### src/rtl/pipeline_pkg.sv
// Shared pipeline constants and the memory-stage state encoding.
package pipeline_pkg;

  localparam int unsigned REG_SEL_W = 3;
  localparam int unsigned DATA_W    = 16;
  localparam int unsigned STATE_W   = 3;
  localparam int unsigned CNT_W     = 8;

  typedef enum logic [STATE_W-1:0] {
    IDLE = 3'd0,
    REQ  = 3'd1,
    WAIT = 3'd2,
    DONE = 3'd3,
    ERR  = 3'd4
  } memState_t;

endpackage

### src/rtl/mem_timeout_cnt.sv
// Clear/increment cycle counter that flags expiry once it reaches TIMEOUT-1.
module mem_timeout_cnt
  import pipeline_pkg::*;
#(
  parameter int unsigned TIMEOUT = 64
) (
  input  logic clk,
  input  logic rst,
  input  logic clr,
  input  logic inc,
  output logic expired
);

  logic [CNT_W-1:0] count;

  always_ff @(posedge clk or posedge rst) begin
    if (rst)      count <= '0;
    else if (clr) count <= '0;
    else if (inc) count <= count + CNT_W'(1);
  end

  // Only meaningful while the access is outstanding.
  assign expired = inc && (count == CNT_W'(TIMEOUT - 1));

endmodule

### src/rtl/mem_stage_ctrl.sv
// Memory-stage sequencer: drives the request/ready/done handshake, stalls
// upstream while an access is outstanding and presents results to M/W.
module mem_stage_ctrl
  import pipeline_pkg::*;
#(
  parameter int unsigned TIMEOUT     = 64,
  parameter int unsigned ALIGN_CHECK = 1
) (
  input  logic                 clk,
  input  logic                 rst,
  input  logic                 valid_IN,
  input  logic                 memRead_IN,
  input  logic                 memWrite_IN,
  input  logic [DATA_W-1:0]    addr_IN,
  input  logic [DATA_W-1:0]    storeData_IN,
  input  logic                 writeEn_IN,
  input  logic [REG_SEL_W-1:0] writeRegSel_IN,
  input  logic                 HaltSel_IN,
  input  logic                 mem_ready,
  input  logic                 mem_done,
  input  logic [DATA_W-1:0]    mem_rdata,
  output logic                 mem_req,
  output logic                 mem_wr,
  output logic [DATA_W-1:0]    mem_addr,
  output logic [DATA_W-1:0]    mem_wdata,
  output logic                 stall_OUT,
  output logic                 writeEn_OUT,
  output logic                 memRead_OUT,
  output logic [REG_SEL_W-1:0] writeRegSel_OUT,
  output logic [DATA_W-1:0]    writeRegData_OUT,
  output logic [DATA_W-1:0]    memDataOut_OUT,
  output logic                 HaltSel_OUT,
  output logic                 err_OUT
);

  memState_t          state, nextState;
  logic               memop, misalign, expired;
  logic               reqIssue, captureEn;
  logic [DATA_W-1:0]  holdData;

  assign memop    = valid_IN & (memRead_IN | memWrite_IN);
  assign misalign = (ALIGN_CHECK != 0) && addr_IN[0];

  mem_timeout_cnt #(
    .TIMEOUT (TIMEOUT)
  ) u_timeoutCnt (
    .clk     (clk),
    .rst     (rst),
    .clr     (state == IDLE),
    .inc     ((state == REQ) || (state == WAIT)),
    .expired (expired)
  );

  always_ff @(posedge clk or posedge rst) begin
    if (rst) state <= IDLE;
    else     state <= nextState;
  end

  always_ff @(posedge clk or posedge rst) begin
    if (rst)            holdData <= '0;
    else if (captureEn) holdData <= mem_rdata;
  end

  // Outputs are forced low while rst is held, not just after the next edge.
  always_comb begin
    nextState        = state;
    reqIssue         = 1'b0;
    captureEn        = 1'b0;
    mem_req          = 1'b0;
    mem_wr           = 1'b0;
    mem_addr         = '0;
    mem_wdata        = '0;
    stall_OUT        = 1'b0;
    writeEn_OUT      = 1'b0;
    memRead_OUT      = 1'b0;
    writeRegSel_OUT  = '0;
    writeRegData_OUT = '0;
    memDataOut_OUT   = '0;
    HaltSel_OUT      = 1'b0;
    err_OUT          = 1'b0;

    if (!rst) begin
      writeRegSel_OUT  = writeRegSel_IN;
      writeRegData_OUT = addr_IN;

      case (state)
        IDLE: begin
          if (memop) begin
            stall_OUT = 1'b1;
            if (misalign) begin
              nextState = ERR;
            end else begin
              reqIssue  = 1'b1;
              nextState = mem_ready ? WAIT : REQ;
            end
          end else begin
            writeEn_OUT = valid_IN & writeEn_IN;
            HaltSel_OUT = valid_IN & HaltSel_IN;
          end
        end
        REQ: begin
          stall_OUT = memop;
          reqIssue  = 1'b1;
          if (mem_ready)    nextState = WAIT;
          else if (expired) nextState = ERR;
        end
        WAIT: begin
          stall_OUT = memop;
          // A completion on the expiry cycle still counts as success.
          if (mem_done) begin
            nextState = DONE;
            captureEn = ~memWrite_IN;
          end else if (expired) begin
            nextState = ERR;
          end
        end
        DONE: begin
          writeEn_OUT    = valid_IN & writeEn_IN;
          memRead_OUT    = memRead_IN;
          memDataOut_OUT = holdData;
          HaltSel_OUT    = valid_IN & HaltSel_IN;
          nextState      = IDLE;
        end
        ERR: begin
          stall_OUT   = 1'b1;
          err_OUT     = 1'b1;
          HaltSel_OUT = 1'b1;
        end
        default: nextState = IDLE;
      endcase

      if (reqIssue) begin
        mem_req   = 1'b1;
        mem_wr    = memWrite_IN;
        mem_addr  = addr_IN;
        mem_wdata = storeData_IN;
      end
    end
  end

endmodule

### config.mk
export PLATFORM = sky130hd
export DESIGN_NAME = mem_stage_ctrl
export DESIGN_NICKNAME = d
export VERILOG_FILES = /design/src/rtl/pipeline_pkg.sv /design/src/rtl/mem_timeout_cnt.sv /design/src/rtl/mem_stage_ctrl.sv
export SDC_FILE = /design/constraint.sdc
export NUM_CORES = 1
export LEC_CHECK = 0
export ABC_AREA = 1
export ABC_CLOCK_PERIOD_IN_PS = 3100
export CAP_MARGIN = 20
export CORE_ASPECT_RATIO = 0.75
export CORE_UTILIZATION = 36
export DETAILED_ROUTE_END_ITERATION = 16
export PLACE_DENSITY = 0.9
export SLEW_MARGIN = 40
export SYNTH_ARGS = -nofsm -noshare
export SYNTH_HDL_FRONTEND = slang
export SYNTH_HIERARCHICAL = 1
export SYNTH_SLANG_ARGS = --single-unit
### constraint.sdc
create_clock -name clk -period 3.1 [get_ports clk]
set_input_delay 0.775 -clock clk [delete_from_list [all_inputs] [get_ports clk]]
set_output_delay 0.775 -clock clk [all_outputs]
set_load 0.005 [all_outputs]
==> impl_results.md <==
* Status: finished, violations left
* Violated checks: negative setup slack
* Clk Latency, worst-skew pair at 270 ps
* Final cell count without fillers at 536
* CTS tree: done
* Hold path depth at 2
* Row count at 23
* GR Overflow Total at 0
* Commonest cells in the synthesized netlist: 100 x nor2_1, 70 x inv_1, 36 x nand2_1
* Endpoints failing setup at 3
* Hold EP: holdData[6]$_DFFE_PP0P_
* Yosys warns at 6
* Clock skew at 7.54 ps
* Setup slack, reg-to-reg at 1070 ps
* Count leader, synth: nor2_1
* Ys async rst share at 100%
* CP startpoint kind: input port
* RSZ-0062 raised after global routing: true
* Boundary pin count at 134
* DRC Markers at 0
* Placer Congestion at 0.919
* Core Region at 5320 um^2
* Vias at 2473
* Starting density of the core at 37.3%
* Layout Nets at 523
* Hold Fails Final Rpt at 0
* DP Wirelength at 5.10 mm
* Power Total at 1.63 mW
* Cell Pwr Density at 450 nW/um^2
* Routed Wire Length at 6.99 mm
* Routed len/inst at 13.0 um
* Layout cells sized above 1 at 9.98%
* Final worst path period need at 3140 ps
* Die width at 87.7 um
* R2r startpoint: state[1]$_DFFE_PP0P_
* Largest net degree at the start of global routing at 33
* Seq/Total Area, Yosys at 34.0%
* Worst Tran Pin Value at 531 ps
* Post-CTS Hold Buffers at 0
* TritonRoute pass-1 iters at 4
* Worst setup margin at -37.9 ps
* Layout area overhead at 82.5%
* Num CTS Buffers at 3
* Synth unique cells at 23
* Syn Inst Count at 316
* Clk sinks at 27
* Cells after DPL at 527
* Initial antenna violation count at 0
* GRT Overall Usage at 21.6%
* Fmax at 0.319 GHz
* P_leak at 2.09 nW
* Worst hold margin at 520 ps
* Via/cell ratio at 4.61
* # diodes at 0
* Post-DRT Antenna Nets at 0
* CP Capture Type: primary output
* H-tree Lvls at 1
* Syn_nets at 377
* CP Max Fanout at 13
* Vias in the first global route at 2177
* Worst vdd ir at 366 uV
* Mapped Area at 1980 um^2
* Fillers at 405
* Top cell type's share of synthesized area at 34.0%
* First DRT Iteration DRCs at 138
* Slew Limit Fails at 0
* Max-slew headroom at 64.4%
* Critical Path RT at 2320 ps
* Critical path type: input port to primary output
* First-pass GRT wire length at 9.77 mm
* Synth area leaders: dfrtp_1 34%, nor2_1 19%, inv_1 13%
* MaxCap Viol Count at 0
* Critical Path AT at 2360 ps
* Root Driver: clkbuf_8
* Die height at 66.3 um
* Total die area at 5820 um^2
* Worst r2r dst: state[1]$_DFFE_PP0P_
* Post-synth EDFFs at 0
* FF+latch count, synth at 27
* Worst-path clk slew at 90 ps
* Top_reg_cell synth: dfrtp_1
* Reg2Reg Depth at 13
* HP Class: register to register
* Mapped Avg Cell Area at 6.28 um^2
* CTS Buffer Depth at 2
* Min-delay src: holdData[6]$_DFFE_PP0P_
* Setup TNS at -87.1 ps
* Final period util at 101%
* IO Port Bufs at 133
* Largest area contributor in the netlist: dfrtp_1
[cell usage in the layout, fill, tap and decap left out, types with 3 or more instances in the layout]
| cell | Yosys | final |
|---|---|---|
| nand2_2 | 4 | 4 |
| nand3_1 | 13 | 13 |
| clkbuf_8 | 0 | 3 |
| nor2_1 | 100 | 99 |
| nor2_4 | 2 | 3 |
| nor2_2 | 9 | 9 |
| buf_4 | 1 | 16 |
| o21ai_0 | 7 | 6 |
| dfrtp_1 | 27 | 26 |
| dlygate4sd2_1 | 0 | 7 |
| dlymetal6s2s_1 | 0 | 15 |
| nor3_1 | 5 | 5 |
| a21oi_1 | 22 | 22 |
| nand2_1 | 36 | 36 |
| clkdlybuf4s50_1 | 0 | 111 |
| inv_1 | 70 | 70 |
[critical path, cell delays in order]
cell and delay (ps):
dlygate4sd2_1 270, o21ai_2 240, nor2_4 70, a21oi_4 210
bufbuf_16 310, nor2_1 50, clkdlybuf4s50_1 440
[metrics by stage]
| stage | worst slack (ps) | utilization [%] | cell area [um^2] |
|---|---|---|---|
| 2_1_floorplan | 266 | - | 1980 |
| 3_3_place_gp | -148 | 64.7 | 3440 |
| 3_5_place_dp | -162 | 64.7 | 3440 |
| 4_1_cts | 5.15 | 67.1 | 3570 |
| 5_1_grt | -92.3 | 68.0 | 3620 |
| 6_report | -37.9 | 68.0 | 3620 |
[layer usage]
metal,GRT usage (%),vias up,part of all wire (%)
met5,0,-,0
met4,6.56,0,2.6
li1,-,1214,-
met1,22.9,1130,37
met3,4.99,18,8.8
met2,42.2,111,51
[logic make-up (layout without fill, tap and decap cells)]
logic type,count (synthesis),in the layout,synth area share [%]
xor gates and xnor gates,1,1,0.441
buffers and inverters,83,228,18.7
DFF,27,27,34.0
adders and majority gates,1,1,0.630
and+or+nand+nor,173,173,37.8
AOI/OAI and AO/OA,31,31,8.45
[power breakdown]
part / internal [mW] / switching [mW]
clock: 0.0910 / 0.106
combinational: 0.426 / 0.454
sequential: 0.475 / 0.0797
total: 0.992 / 0.640
[sequential cells by signal, summed over array words and instances, names as in the netlist]
register / flops
state: 3
u_timeoutCnt/count: 8
holdData: 16
[worst max path at each step]
| stage | start | end | cells past startpoint |
|---|---|---|---|
| 2_1_floorplan | rst | memDataOut_OUT[10] | 5 |
| 3_3_place_gp | rst | mem_wdata[3] | 6 |
| 3_5_place_dp | memRead_IN | mem_wdata[3] | 7 |
| 4_1_cts | addr_IN[0] | mem_wdata[0] | 6 |
| 5_1_grt | memRead_IN | mem_addr[2] | 7 |
| 6_report | memRead_IN | mem_addr[2] | 7 |
[final cells by class]
class / count / area (um^2) / share of cell area (%)
Clock inverter: 1 / 7.51 / 0.207
Multi-Input combinational cell: 206 / 950 / 26.2
Sequential cell: 27 / 677 / 18.7
Clock buffer: 3 / 41.3 / 1.14
Tap cell: 75 / 93.8 / 2.59
Timing Repair Buffer: 153 / 1590 / 43.8
Inverter: 71 / 267 / 7.36
[what timing repair did]
| item | 4_1_cts | 5_1_grt |
|---|---|---|
| pin swaps | 2 | 2 |
| endpoints found under the setup margin | 52 | 22 |
| buffers inserted | 2 | 1 |
| cloned | 2 | 0 |
| gates resized for setup | 10 | 17 |
(Power assumes the default switching activity.)
